`config.mk`:
```
export PLATFORM = sky130hd
export DESIGN_NAME = paicore_recv_2c_flat
export DESIGN_NICKNAME = d
export VERILOG_FILES = /design/src/rtl/paicore_rx_pkg.sv /design/src/rtl/paicore_recv_2c_if.sv /design/src/rtl/paicore_rx_chan.sv /design/src/rtl/paicore_recv_2c.sv /design/src/flat_wrapper.sv
export SDC_FILE = /design/constraint.sdc
export NUM_CORES = 2
export LEC_CHECK = 0
export CORE_MARGIN = 2
export CORE_UTILIZATION = 41
export DETAILED_ROUTE_END_ITERATION = 16
export PLACE_DENSITY = 0.59
export SLEW_MARGIN = 20
export SYNTH_ARGS = -nofsm -noshare
export SYNTH_HDL_FRONTEND = slang
export SYNTH_SLANG_ARGS = --single-unit
```
`constraint.sdc`:
```
create_clock -name clk -period 16.39 [get_ports clk]
set_input_delay 1.639 -clock clk [delete_from_list [all_inputs] [get_ports clk]]
set_output_delay 1.639 -clock clk [all_outputs]
set_load 0.05 [all_outputs]
```
`src/rtl/paicore_rx_pkg.sv`:
```
// Shared constants for the two-core receive path.
// Holds the data widths, the per-channel handshake FSM encoding and the
// channel indices used by the round-robin merge.
package paicore_rx_pkg;
    localparam int WORD_W = 32;
    localparam int BEAT_W = 64;

    typedef enum logic {
        ST_IDLE = 1'b0,
        ST_ACK  = 1'b1
    } chan_state_e;

    localparam logic C0 = 1'b0;
    localparam logic C1 = 1'b1;
endpackage

```
`src/rtl/paicore_recv_2c_if.sv`:
```
// AXI-Stream bundle from the receive path toward the DMA S2MM port.
//   master: drives m_axis_tdata/tlast/tvalid, samples m_axis_tready
//   slave : the opposite view (DMA side / testbench)
interface paicore_recv_2c_if;
    import paicore_rx_pkg::*;

    logic [BEAT_W-1:0] m_axis_tdata;
    logic              m_axis_tlast;
    logic              m_axis_tvalid;
    logic              m_axis_tready;

    modport master (output m_axis_tdata, m_axis_tlast, m_axis_tvalid,
                    input  m_axis_tready);
    modport slave  (input  m_axis_tdata, m_axis_tlast, m_axis_tvalid,
                    output m_axis_tready);
endinterface

```
`src/rtl/paicore_rx_chan.sv`:
```
// One receive channel: request synchronizer, 4-phase handshake FSM,
// half-word packer and beat FIFO.
//   clk, rst    : clock, async active-high reset
//   clear       : drop FIFO contents and any half word (transfer restart)
//   en          : new captures allowed (rx_enable & armed)
//   request/din : asynchronous core request and its bundled data
//   ack         : core acknowledge
//   pop/dout/empty : FIFO read side, dout is the head entry
module paicore_rx_chan
    import paicore_rx_pkg::*;
#(
    parameter int SYNC_STAGES = 2,
    parameter int FIFO_DEPTH  = 16
) (
    input  logic              clk,
    input  logic              rst,
    input  logic              clear,
    input  logic              en,
    input  logic              request,
    input  logic [WORD_W-1:0] din,
    output logic              ack,
    input  logic              pop,
    output logic [BEAT_W-1:0] dout,
    output logic              empty
);
    localparam int AW = $clog2(FIFO_DEPTH);

    logic [SYNC_STAGES-1:0] sync;
    logic                   req_s;
    chan_state_e            state, state_nxt;
    logic                   cap, push, full, slot_ok;
    logic [WORD_W-1:0]      half;
    logic                   half_vld;
    logic [BEAT_W-1:0]      mem [FIFO_DEPTH];
    logic [AW:0]            wr_ptr, rd_ptr;

    always_ff @(posedge clk or posedge rst) begin
        if (rst) sync <= '0;
        else     sync <= {sync[SYNC_STAGES-2:0], request};
    end
    assign req_s = sync[SYNC_STAGES-1];

    assign full  = (wr_ptr[AW] != rd_ptr[AW]) && (wr_ptr[AW-1:0] == rd_ptr[AW-1:0]);
    assign empty = (wr_ptr == rd_ptr);
    // A word can land either in the empty half register or, completing a
    // beat, in a free FIFO slot.
    assign slot_ok = !full || !half_vld;

    always_ff @(posedge clk or posedge rst) begin
        if (rst) state <= ST_IDLE;
        else     state <= state_nxt;
    end

    // A capture colliding with clear is skipped; the request stays high so
    // the word is taken on a later cycle into the fresh transfer.
    always_comb begin
        state_nxt = state;
        cap       = 1'b0;
        case (state)
            ST_IDLE: if (req_s && en && slot_ok && !clear) begin
                cap       = 1'b1;
                state_nxt = ST_ACK;
            end
            ST_ACK:  if (!req_s) state_nxt = ST_IDLE;
            default: state_nxt = ST_IDLE;
        endcase
    end

    assign ack  = (state == ST_ACK);
    assign push = cap && half_vld;

    always_ff @(posedge clk or posedge rst) begin
        if (rst) begin
            half     <= '0;
            half_vld <= 1'b0;
            wr_ptr   <= '0;
            rd_ptr   <= '0;
        end else if (clear) begin
            half_vld <= 1'b0;
            wr_ptr   <= '0;
            rd_ptr   <= '0;
        end else begin
            if (cap) begin
                if (half_vld) half_vld <= 1'b0;
                else begin
                    half     <= din;
                    half_vld <= 1'b1;
                end
            end
            if (push) wr_ptr <= wr_ptr + 1'b1;
            if (pop)  rd_ptr <= rd_ptr + 1'b1;
        end
    end

    always_ff @(posedge clk) begin
        if (push) mem[wr_ptr[AW-1:0]] <= {din, half};
    end

    assign dout = mem[rd_ptr[AW-1:0]];
endmodule

```
`src/rtl/paicore_recv_2c.sv`:
```
// Two-core receive path: two handshake channels packed into 64-bit beats,
// merged round-robin onto one AXI-Stream master with a programmed length.
//   clk, rst           : clock, async active-high reset
//   rx_enable          : gate for starting new core handshakes
//   rx_start, recv_len : arm a transfer of recv_len beats (0 = unbounded)
//   beat_cnt           : beats accepted downstream since rx_start
//   axis               : AXI-Stream master toward the DMA
//   request/din/acknowledge_Cx : 4-phase core output channels
//   o_rx_done          : one-cycle pulse after the tlast beat is accepted
module paicore_recv_2c
    import paicore_rx_pkg::*;
#(
    parameter int SYNC_STAGES = 2,
    parameter int FIFO_DEPTH  = 16
) (
    input  logic                 clk,
    input  logic                 rst,
    input  logic                 rx_enable,
    input  logic                 rx_start,
    input  logic [31:0]          recv_len,
    output logic [31:0]          beat_cnt,
    paicore_recv_2c_if.master    axis,
    input  logic                 request_C0,
    input  logic [WORD_W-1:0]    din_C0,
    output logic                 acknowledge_C0,
    input  logic                 request_C1,
    input  logic [WORD_W-1:0]    din_C1,
    output logic                 acknowledge_C1,
    output logic                 o_rx_done
);
    logic                    armed, rr, sel, hs, last_hs, load;
    logic [31:0]             len_q, cnt_nxt;
    logic [1:0]              req_v, ack_v, pop, empty;
    logic [1:0][WORD_W-1:0]  din_v;
    logic [1:0][BEAT_W-1:0]  dout;

    assign req_v = {request_C1, request_C0};
    assign din_v = {din_C1, din_C0};
    assign acknowledge_C0 = ack_v[0];
    assign acknowledge_C1 = ack_v[1];

    for (genvar gi = 0; gi < 2; gi++) begin : g_chan
        paicore_rx_chan #(.SYNC_STAGES(SYNC_STAGES), .FIFO_DEPTH(FIFO_DEPTH)) u_chan (
            .clk     (clk),
            .rst     (rst),
            .clear   (rx_start),
            .en      (rx_enable && armed),
            .request (req_v[gi]),
            .din     (din_v[gi]),
            .ack     (ack_v[gi]),
            .pop     (pop[gi]),
            .dout    (dout[gi]),
            .empty   (empty[gi])
        );
    end

    // rr is the preferred channel; a lone non-empty FIFO is served directly.
    always_comb begin
        sel = rr;
        if (empty[C0])      sel = C1;
        else if (empty[C1]) sel = C0;
    end

    assign hs      = axis.m_axis_tvalid && axis.m_axis_tready;
    assign last_hs = hs && axis.m_axis_tlast;
    assign cnt_nxt = beat_cnt + {31'd0, hs};
    // Refill when the output slot is free or emptying this cycle. Nothing is
    // loaded behind the tlast beat or while unarmed.
    assign load = (!axis.m_axis_tvalid || axis.m_axis_tready) && !(&empty)
                  && armed && !last_hs && !rx_start;
    assign pop  = load ? ((sel == C1) ? 2'b10 : 2'b01) : 2'b00;

    always_ff @(posedge clk or posedge rst) begin
        if (rst) begin
            axis.m_axis_tdata  <= '0;
            axis.m_axis_tlast  <= 1'b0;
            axis.m_axis_tvalid <= 1'b0;
            beat_cnt  <= '0;
            len_q     <= '0;
            armed     <= 1'b0;
            rr        <= C0;
            o_rx_done <= 1'b0;
        end else if (rx_start) begin
            axis.m_axis_tdata  <= '0;
            axis.m_axis_tlast  <= 1'b0;
            axis.m_axis_tvalid <= 1'b0;
            beat_cnt  <= '0;
            len_q     <= recv_len;
            armed     <= 1'b1;
            rr        <= C0;
            o_rx_done <= 1'b0;
        end else begin
            o_rx_done <= last_hs;
            if (last_hs) armed <= 1'b0;
            beat_cnt <= cnt_nxt;
            if (load) begin
                axis.m_axis_tvalid <= 1'b1;
                axis.m_axis_tdata  <= dout[sel];
                // Index of the beat being loaded is the post-handshake count.
                axis.m_axis_tlast  <= (len_q != 32'd0) && (cnt_nxt == len_q - 32'd1);
                rr <= ~sel;
            end else if (hs) begin
                axis.m_axis_tvalid <= 1'b0;
            end
        end
    end
endmodule
```
`src/flat_wrapper.sv`:
```
// flat-port wrapper written by rule: the top's interface ports become plain ports
module paicore_recv_2c_flat import paicore_rx_pkg::*;
#(
    parameter int SYNC_STAGES = 2,
    parameter int FIFO_DEPTH  = 16
)
  (clk, rst, rx_enable, rx_start, recv_len, beat_cnt, request_C0, din_C0, acknowledge_C0, request_C1, din_C1, acknowledge_C1, o_rx_done, axis_m_axis_tdata, axis_m_axis_tlast, axis_m_axis_tvalid, axis_m_axis_tready);
  paicore_recv_2c_if axis_i ();
  input  logic clk;
  input  logic rst;
  input  logic rx_enable;
  input  logic rx_start;
  input  logic [31:0] recv_len;
  output logic [31:0] beat_cnt;
  input  logic request_C0;
  input  logic [WORD_W-1:0] din_C0;
  output logic acknowledge_C0;
  input  logic request_C1;
  input  logic [WORD_W-1:0] din_C1;
  output logic acknowledge_C1;
  output logic o_rx_done;
  output wire logic [$bits(axis_i.m_axis_tdata)-1:0] axis_m_axis_tdata;
  output wire logic [$bits(axis_i.m_axis_tlast)-1:0] axis_m_axis_tlast;
  output wire logic [$bits(axis_i.m_axis_tvalid)-1:0] axis_m_axis_tvalid;
  input wire logic [$bits(axis_i.m_axis_tready)-1:0] axis_m_axis_tready;
  assign axis_m_axis_tdata = axis_i.m_axis_tdata;
  assign axis_m_axis_tlast = axis_i.m_axis_tlast;
  assign axis_m_axis_tvalid = axis_i.m_axis_tvalid;
  assign axis_i.m_axis_tready = axis_m_axis_tready;
  paicore_recv_2c #(.SYNC_STAGES(SYNC_STAGES), .FIFO_DEPTH(FIFO_DEPTH)) u_core (.clk(clk), .rst(rst), .rx_enable(rx_enable), .rx_start(rx_start), .recv_len(recv_len), .beat_cnt(beat_cnt), .axis(axis_i), .request_C0(request_C0), .din_C0(din_C0), .acknowledge_C0(acknowledge_C0), .request_C1(request_C1), .din_C1(din_C1), .acknowledge_C1(acknowledge_C1), .o_rx_done(o_rx_done));
endmodule
```
Word level (Yosys, flattened, before mapping)
Memories as Yosys holds them, arrays and structs flattened.
Cells that the tools add are included.
{ "totals": {"ff_bits": 225, "mem_bits_rw": 2048, "in_bits": 103, "output_inout_bits": 101, "elab_cells": 129, "memories": 2} }
{ "classes": {"n_addsub": 6, "n_lt_le_gt_ge": 1, "n_eq_ne": 7, "muxes": 45, "bitwise": 6, "n_reduce_logical": 42} }
{ "mem_list": {"columns": ["name", "depth", "width", "read_ports", "rd_clocked_by_memory_dff", "wr", "line", "text"], "rows": [
  ["u_core.g_chan[0].u_chan.mem", 16, 64, 1, 0, 1, "paicore_rx_chan.sv:34", "logic [BEAT_W-1:0] mem [FIFO_DEPTH];"],
  ["u_core.g_chan[1].u_chan.mem", 16, 64, 1, 0, 1, "paicore_rx_chan.sv:34", null]
]} }
{ "ops": {"columns": ["op", "count"], "rows": [
  ["2-to-1 mux 64 bit", 4],
  ["2-to-1 mux 5 bit", 8],
  ["adder 32 x 1 -> 32 bit", 1],
  ["equality test 32 bit", 1],
  ["2-to-1 mux 32 bit", 1],
  ["nonzero test 32 bit", 1],
  ["subtractor 32 x 1 -> 32 bit, second input constant", 1],
  ["2-to-1 mux 1 bit", 28],
  ["adder 5 x 1 -> 5 bit, second input constant", 4],
  ["logical AND 1 bit", 18],
  ["nonzero test 2 bit", 8],
  ["equality test 5 bit", 2],
  ["equality test 4 bit", 2],
  ["zero test 1 bit", 8],
  ["NOT 1 bit", 6],
  ["AND reduction 3 bit", 2],
  ["2-to-1 mux 2 bit", 2],
  ["case mux 1 bit (2 select lines)", 2],
  ["logical OR 1 bit", 3],
  ["nonzero test 3 bit", 1],
  ["less-than comparator 1 x 2 -> 1 bit, second input constant", 1],
  ["!= test 1 bit", 2],
  ["AND reduction 2 bit", 1]
]} }

Depth between registers and ports, before layout
{ "logic_depth": {"word_depth": 11, "depth_mapped": 11, "depth_no_buf": 11} }

Hierarchy
Synthesis repeated with hierarchy kept, for this count alone.
{ "hier_totals": {"cells_unflattened": 4164, "area_unflattened_um2": 87825.5} }
{ "modules_own_cells": {"columns": ["module", "instances", "cells_per_inst", "area_per_inst_um2", "seq_area_each_um2"], "rows": [
  ["paicore_rx_chan", 2, 1728, 40284.9, 31900.6],
  ["paicore_recv_2c", 1, 708, 7255.7, 3328.2]
]} }

Least setup slack after synthesis
No wires, ideal clock.
{ "synth_path": {"path_kind": "input-to-reg", "startpoint": "input port rx_start", "endpoint": "memory u_core.g_chan[1].u_chan.mem[3][0] (enable)", "setup_time_ps": 564, "arrival_time_ps": 7488, "required_time_ps": 15826, "setup_slack_ps": 8337, "cell_stages": 7, "path_buffers": 1, "path_cell_list": "clkbuf_1 -> nand3b_1 -> or3b_2 -> a21o_1 -> nor2_1 -> nand2_1 -> nor3_1"} }
{ "synth_between": {"elab_chain_cells": 7} }
{ "synth_rtl": {"columns": ["item", "line", "text"], "rows": [
  ["start: declaration", "flat_wrapper.sv:12", "input logic rx_start;"],
  ["zero test 1 bit", "paicore_rx_chan.sv:60", "ST_IDLE: if (req_s && en && slot_ok && !clear) begin"],
  ["logical AND 1 bit", "paicore_rx_chan.sv:60", null],
  ["2-to-1 mux 1 bit", "paicore_rx_chan.sv:60", null],
  ["2-to-1 mux 1 bit", "paicore_rx_chan.sv:59", "case (state)"],
  ["logical AND 1 bit", "paicore_rx_chan.sv:70", "assign push = cap && half_vld;"],
  ["2-to-1 mux 1 bit", "paicore_rx_chan.sv:96", "if (push) mem[wr_ptr[AW-1:0]] <= {din, half};"],
  ["2-to-1 mux 1 bit (implied by the code)", "paicore_rx_chan.sv:96", null],
  ["end: declaration", "paicore_rx_chan.sv:34", null]
]} }
Every way passes these cells.

Worst setup path in the final report
{ "layout_path": {"startpoint": "input port rx_enable", "endpoint": "memory u_core.g_chan[1].u_chan.mem[6][0] (enable)"} }
{ "layout_between": {"elab_chain_cells": 9} }
{ "layout_rtl": {"columns": ["item", "line", "text"], "rows": [
  ["start: declaration", "flat_wrapper.sv:11", "input logic rx_enable;"],
  ["logical AND 1 bit", "paicore_recv_2c.sv:47", ".en (rx_enable && armed),"],
  ["logical AND 1 bit (3 in series)", "paicore_rx_chan.sv:60", null],
  ["2-to-1 mux 1 bit", "paicore_rx_chan.sv:60", null],
  ["2-to-1 mux 1 bit", "paicore_rx_chan.sv:59", null],
  ["logical AND 1 bit", "paicore_rx_chan.sv:70", null],
  ["2-to-1 mux 1 bit", "paicore_rx_chan.sv:96", null],
  ["2-to-1 mux 1 bit (implied by the code)", "paicore_rx_chan.sv:96", null]
]} }
Every way passes these cells.

==> results.json <==
{
  "floorplan.die_area_sq_um": 217000,
  "synth.area.top_cells": "edfxtp_1 70%, mux4_2 16%, dfrtp_1 6.4%",
  "weighted_congestion_reported_at_the_end_of_routability_driven_placement": 0.796,
  "post_drt_via_cell_ratio": 5.65,
  "grt_pass1_wl_um": 308000,
  "final_net_count": 4321,
  "cts-root-buf": "clkbuf_16",
  "holdCritStartpoint": "u_core.g_chan[0].u_chan.sync[0]",
  "r2r_start": "u_core.armed",
  "post-synth-top-area-fraction_pct": 70.2,
  "drt_wl_total_um": 215000,
  "routedWlPerCell_um": 29.7,
  "remaining_drc_errors": 0,
  "cts_sinks": 2273,
  "grt_start_max_net_pins": 135,
  "timing.final.hold_violations": 0,
  "synth_seq_cells": 2273,
  "slew_violations": 0,
  "floorplan.initialDensity_pct": 41.3,
  "fin_crit_ns": 5.21,
  "worst-r2r-setup-slack_ns": 11.78,
  "clkLatencyLatePin_ns": 0.86,
  "number_of_antenna_violations_at_the_first_check_in_global_routing": 9,
  "final_layout_size_suffix_gt1_share_pct": 27.3,
  "number_of_cells_upsized_or_downsized_after_cts": 0,
  "clkSlewWorstSetupHoldPaths_ns": 0.06,
  "post_cts_hold_buffer_count": 0,
  "cp.required_ns": 16.87,
  "rows": 169,
  "run_status": "completed",
  "routed-via-count": 40860,
  "cts_tree": "built",
  "post-cts-setup-buffers": 0,
  "crit_path_start_kind": "input pin",
  "die_y_um": 466,
  "syn-cell-area_sq_um": 87600,
  "synthArstFlopShare_pct": 9.90,
  "synthesis.nets": 4014,
  "die_w_um": 466,
  "cts.htree.levels": 4,
  "ys_seq_area_share_pct": 76.6,
  "detail_route.iter0.violations": 4031,
  "ant_nets": 0,
  "fin_worst_skew_ns": 0.0786,
  "synth_cell_type_count": 57,
  "synth-main-ff-cell": "edfxtp_1",
  "port-buffer-count": 203,
  "post_synth.cell_area_avg_sq_um": 22.5,
  "critical_path.reg2reg.endpoint": "u_core.g_chan[1].u_chan.mem[6][0]",
  "cp_max_fo": 37,
  "dp_hpwl_um": 125000,
  "via_count_of_the_first_global_routing_pass": 41542,
  "timing.slew.headroom_pct": 24.0,
  "finalSetupTns_ns": 0,
  "unrepaired_setup_endpoints_after_global_routing": "false",
  "worst_hold_path_type": "flop to flop",
  "p_leak_uw": 0.0316,
  "area_growth_pct": 14.9,
  "power.ir.vdd_worst_mv": 0.102,
  "period_share_pct": 31.8,
  "critical_path_class": "input pin to flop",
  "power_density_nw_per_um2": 133,
  "top_level_port_count": 204,
  "gr-total-overflow": 0,
  "max_cap_violations": 0,
  "cts-buffers-inserted": 225,
  "drt-pass1-iter-count": 5,
  "worstSetupEndpointType": "flop",
  "timing.hold.worst_path_depth": 0,
  "synth_top_cell_by_area": "edfxtp_1",
  "post-layout-total-power_uw": 13400,
  "tightest_slew_ns": 1.14,
  "fmax_mhz": 192,
  "synth_enable_flop_cells": 2048,
  "yosysWarnings": 0,
  "cts.path.max_buffers": 3,
  "critPathArrivalTime_ns": 5.69,
  "worstHoldEndpoint": "u_core.g_chan[0].u_chan.sync[1]",
  "rr_worst_depth": 7,
  "core_region_area_sq_um": 212000,
  "grt_use_total_pct": 19.8,
  "syn_inst": 3897,
  "timing.final.setup_violations": 0
}
[how the worst max path moves through the flow]
stage,from,endpoint,cells past startpoint
2_1_floorplan,rx_start,u_core.g_chan[1].u_chan.mem[3][0],7
3_3_place_gp,rx_enable,u_core.g_chan[1].u_chan.mem[7][44],8
3_5_place_dp,rx_enable,u_core.g_chan[1].u_chan.mem[7][44],8
4_1_cts,rx_enable,u_core.g_chan[1].u_chan.mem[7][44],8
5_1_grt,rx_enable,u_core.g_chan[1].u_chan.mem[6][1],8
6_report,rx_enable,u_core.g_chan[1].u_chan.mem[6][0],8
[through the flow]
stage | hold WS (ns) | cells | util (%) | cell area [sq um] | setup slack, ns
floorplan | 0.331 | 3897 | - | 87600 | 8.34
global placement | 0.348 | 6797 | 43.9 | 93300 | 10.22
detailed placement | 0.338 | 6797 | 43.9 | 93300 | 10.19
global route | 0.363 | 7225 | 47.4 | 101000 | 10.99
finish | 0.356 | 7229 | 47.4 | 101000 | 11.18
CTS | 0.360 | 7223 | 47.4 | 101000 | 11.14
[cells in the mapped netlist (all sizes together), types with 2 or more instances]
cell    number
mux2i       66
or4         10
a21oi       69
nor3b        3
nor2       215
nor3        17
and2        18
nand4       20
nand3b       3
ha          14
and3         6
xnor2       52
nor2b        4
mux4       640
and3b        2
o31ai        5
inv         13
o211ai       2
a211oi       4
nor4b        2
or3b         4
a21o         2
xor2        54
clkbuf     134
edfxtp    2048
nand2b       4
nor4        20
and4         2
buf         65
o21ai        4
nand2       35
nand4b       2
dfrtp      225
nand3       27
or3          2
mux2        94
[layer usage]
metal,track usage (%),vias up,wire [um]
met2,31.4,1349,104000
li1,-,16909,-
met1,28.8,22349,93800
met5,0,-,27
met4,5.19,4,4830
met3,3.02,249,12600
[sequential cells by signal, indices dropped and copies added, names as in the netlist]
register / count
u_core.armed: 1
u_core.axis.m_axis_tdata: 64
u_core.axis.m_axis_tlast: 1
u_core.axis.m_axis_tvalid: 1
u_core.beat_cnt: 32
u_core.g_chan.u_chan.ack: 2
u_core.g_chan.u_chan.half: 64
u_core.g_chan.u_chan.half_vld: 2
u_core.g_chan.u_chan.mem: 2048
u_core.g_chan.u_chan.rd_ptr: 10
u_core.g_chan.u_chan.sync: 4
u_core.g_chan.u_chan.wr_ptr: 10
u_core.len_q: 32
u_core.o_rx_done: 1
u_core.rr: 1
[final cells by class]
type	instances	area [sq um]
Clock inverter	130	1270
Sequential cell	2273	67200
Antenna cell	5	12.5
Fill cell	17261	112000
Inverter	13	56.3
Clock buffer	296	6130
Multi-Input combinational cell	1412	19900
Tap cell	2821	3530
Timing Repair Buffer	279	2700
[layout by cell type (no fill, tap or decap), types with 16 or more instances in the layout]
cell,instances
a21oi_1,69
and2_4,16
buf_4,66
bufinv_16,16
clkbuf_1,48
clkbuf_16,225
clkbuf_8,23
clkdlybuf4s50_1,202
clkinv_1,47
clkinv_2,38
dfrtp_1,217
edfxtp_1,2048
mux2_2,94
mux2i_1,66
mux4_2,640
nand2_1,35
nand3_1,26
nand4_1,20
nor2_1,200
nor4_1,19
xnor2_1,51
xor2_1,54
[power by group]
part,switching [uW],internal (uW),leakage (uW)
Combinational,801,625,0.00669
Sequential,289,6590,0.0213
Clock,2200,2890,0.00359
Total,3290,10100,0.0316
[critical path, stage by stage]
cell	delay, ns
clkdlybuf4s50_1	0.48
nand3b_1	0.10
or3b_2	0.62
a21o_1	0.22
nor2_1	0.55
nand2_1	0.38
nor2_4	0.91
buf_4	0.72
[cell families after synthesis]
kind of cell	Yosys count	share of synthesized area, %
buf+inv	212	0.935
compound gates	94	0.611
fa+ha+maj	14	0.200
mux	800	18.4
xor+xnor	107	1.09
flops	2273	76.6
simple gates	397	2.17
Power figures use the tool's default switching activity.
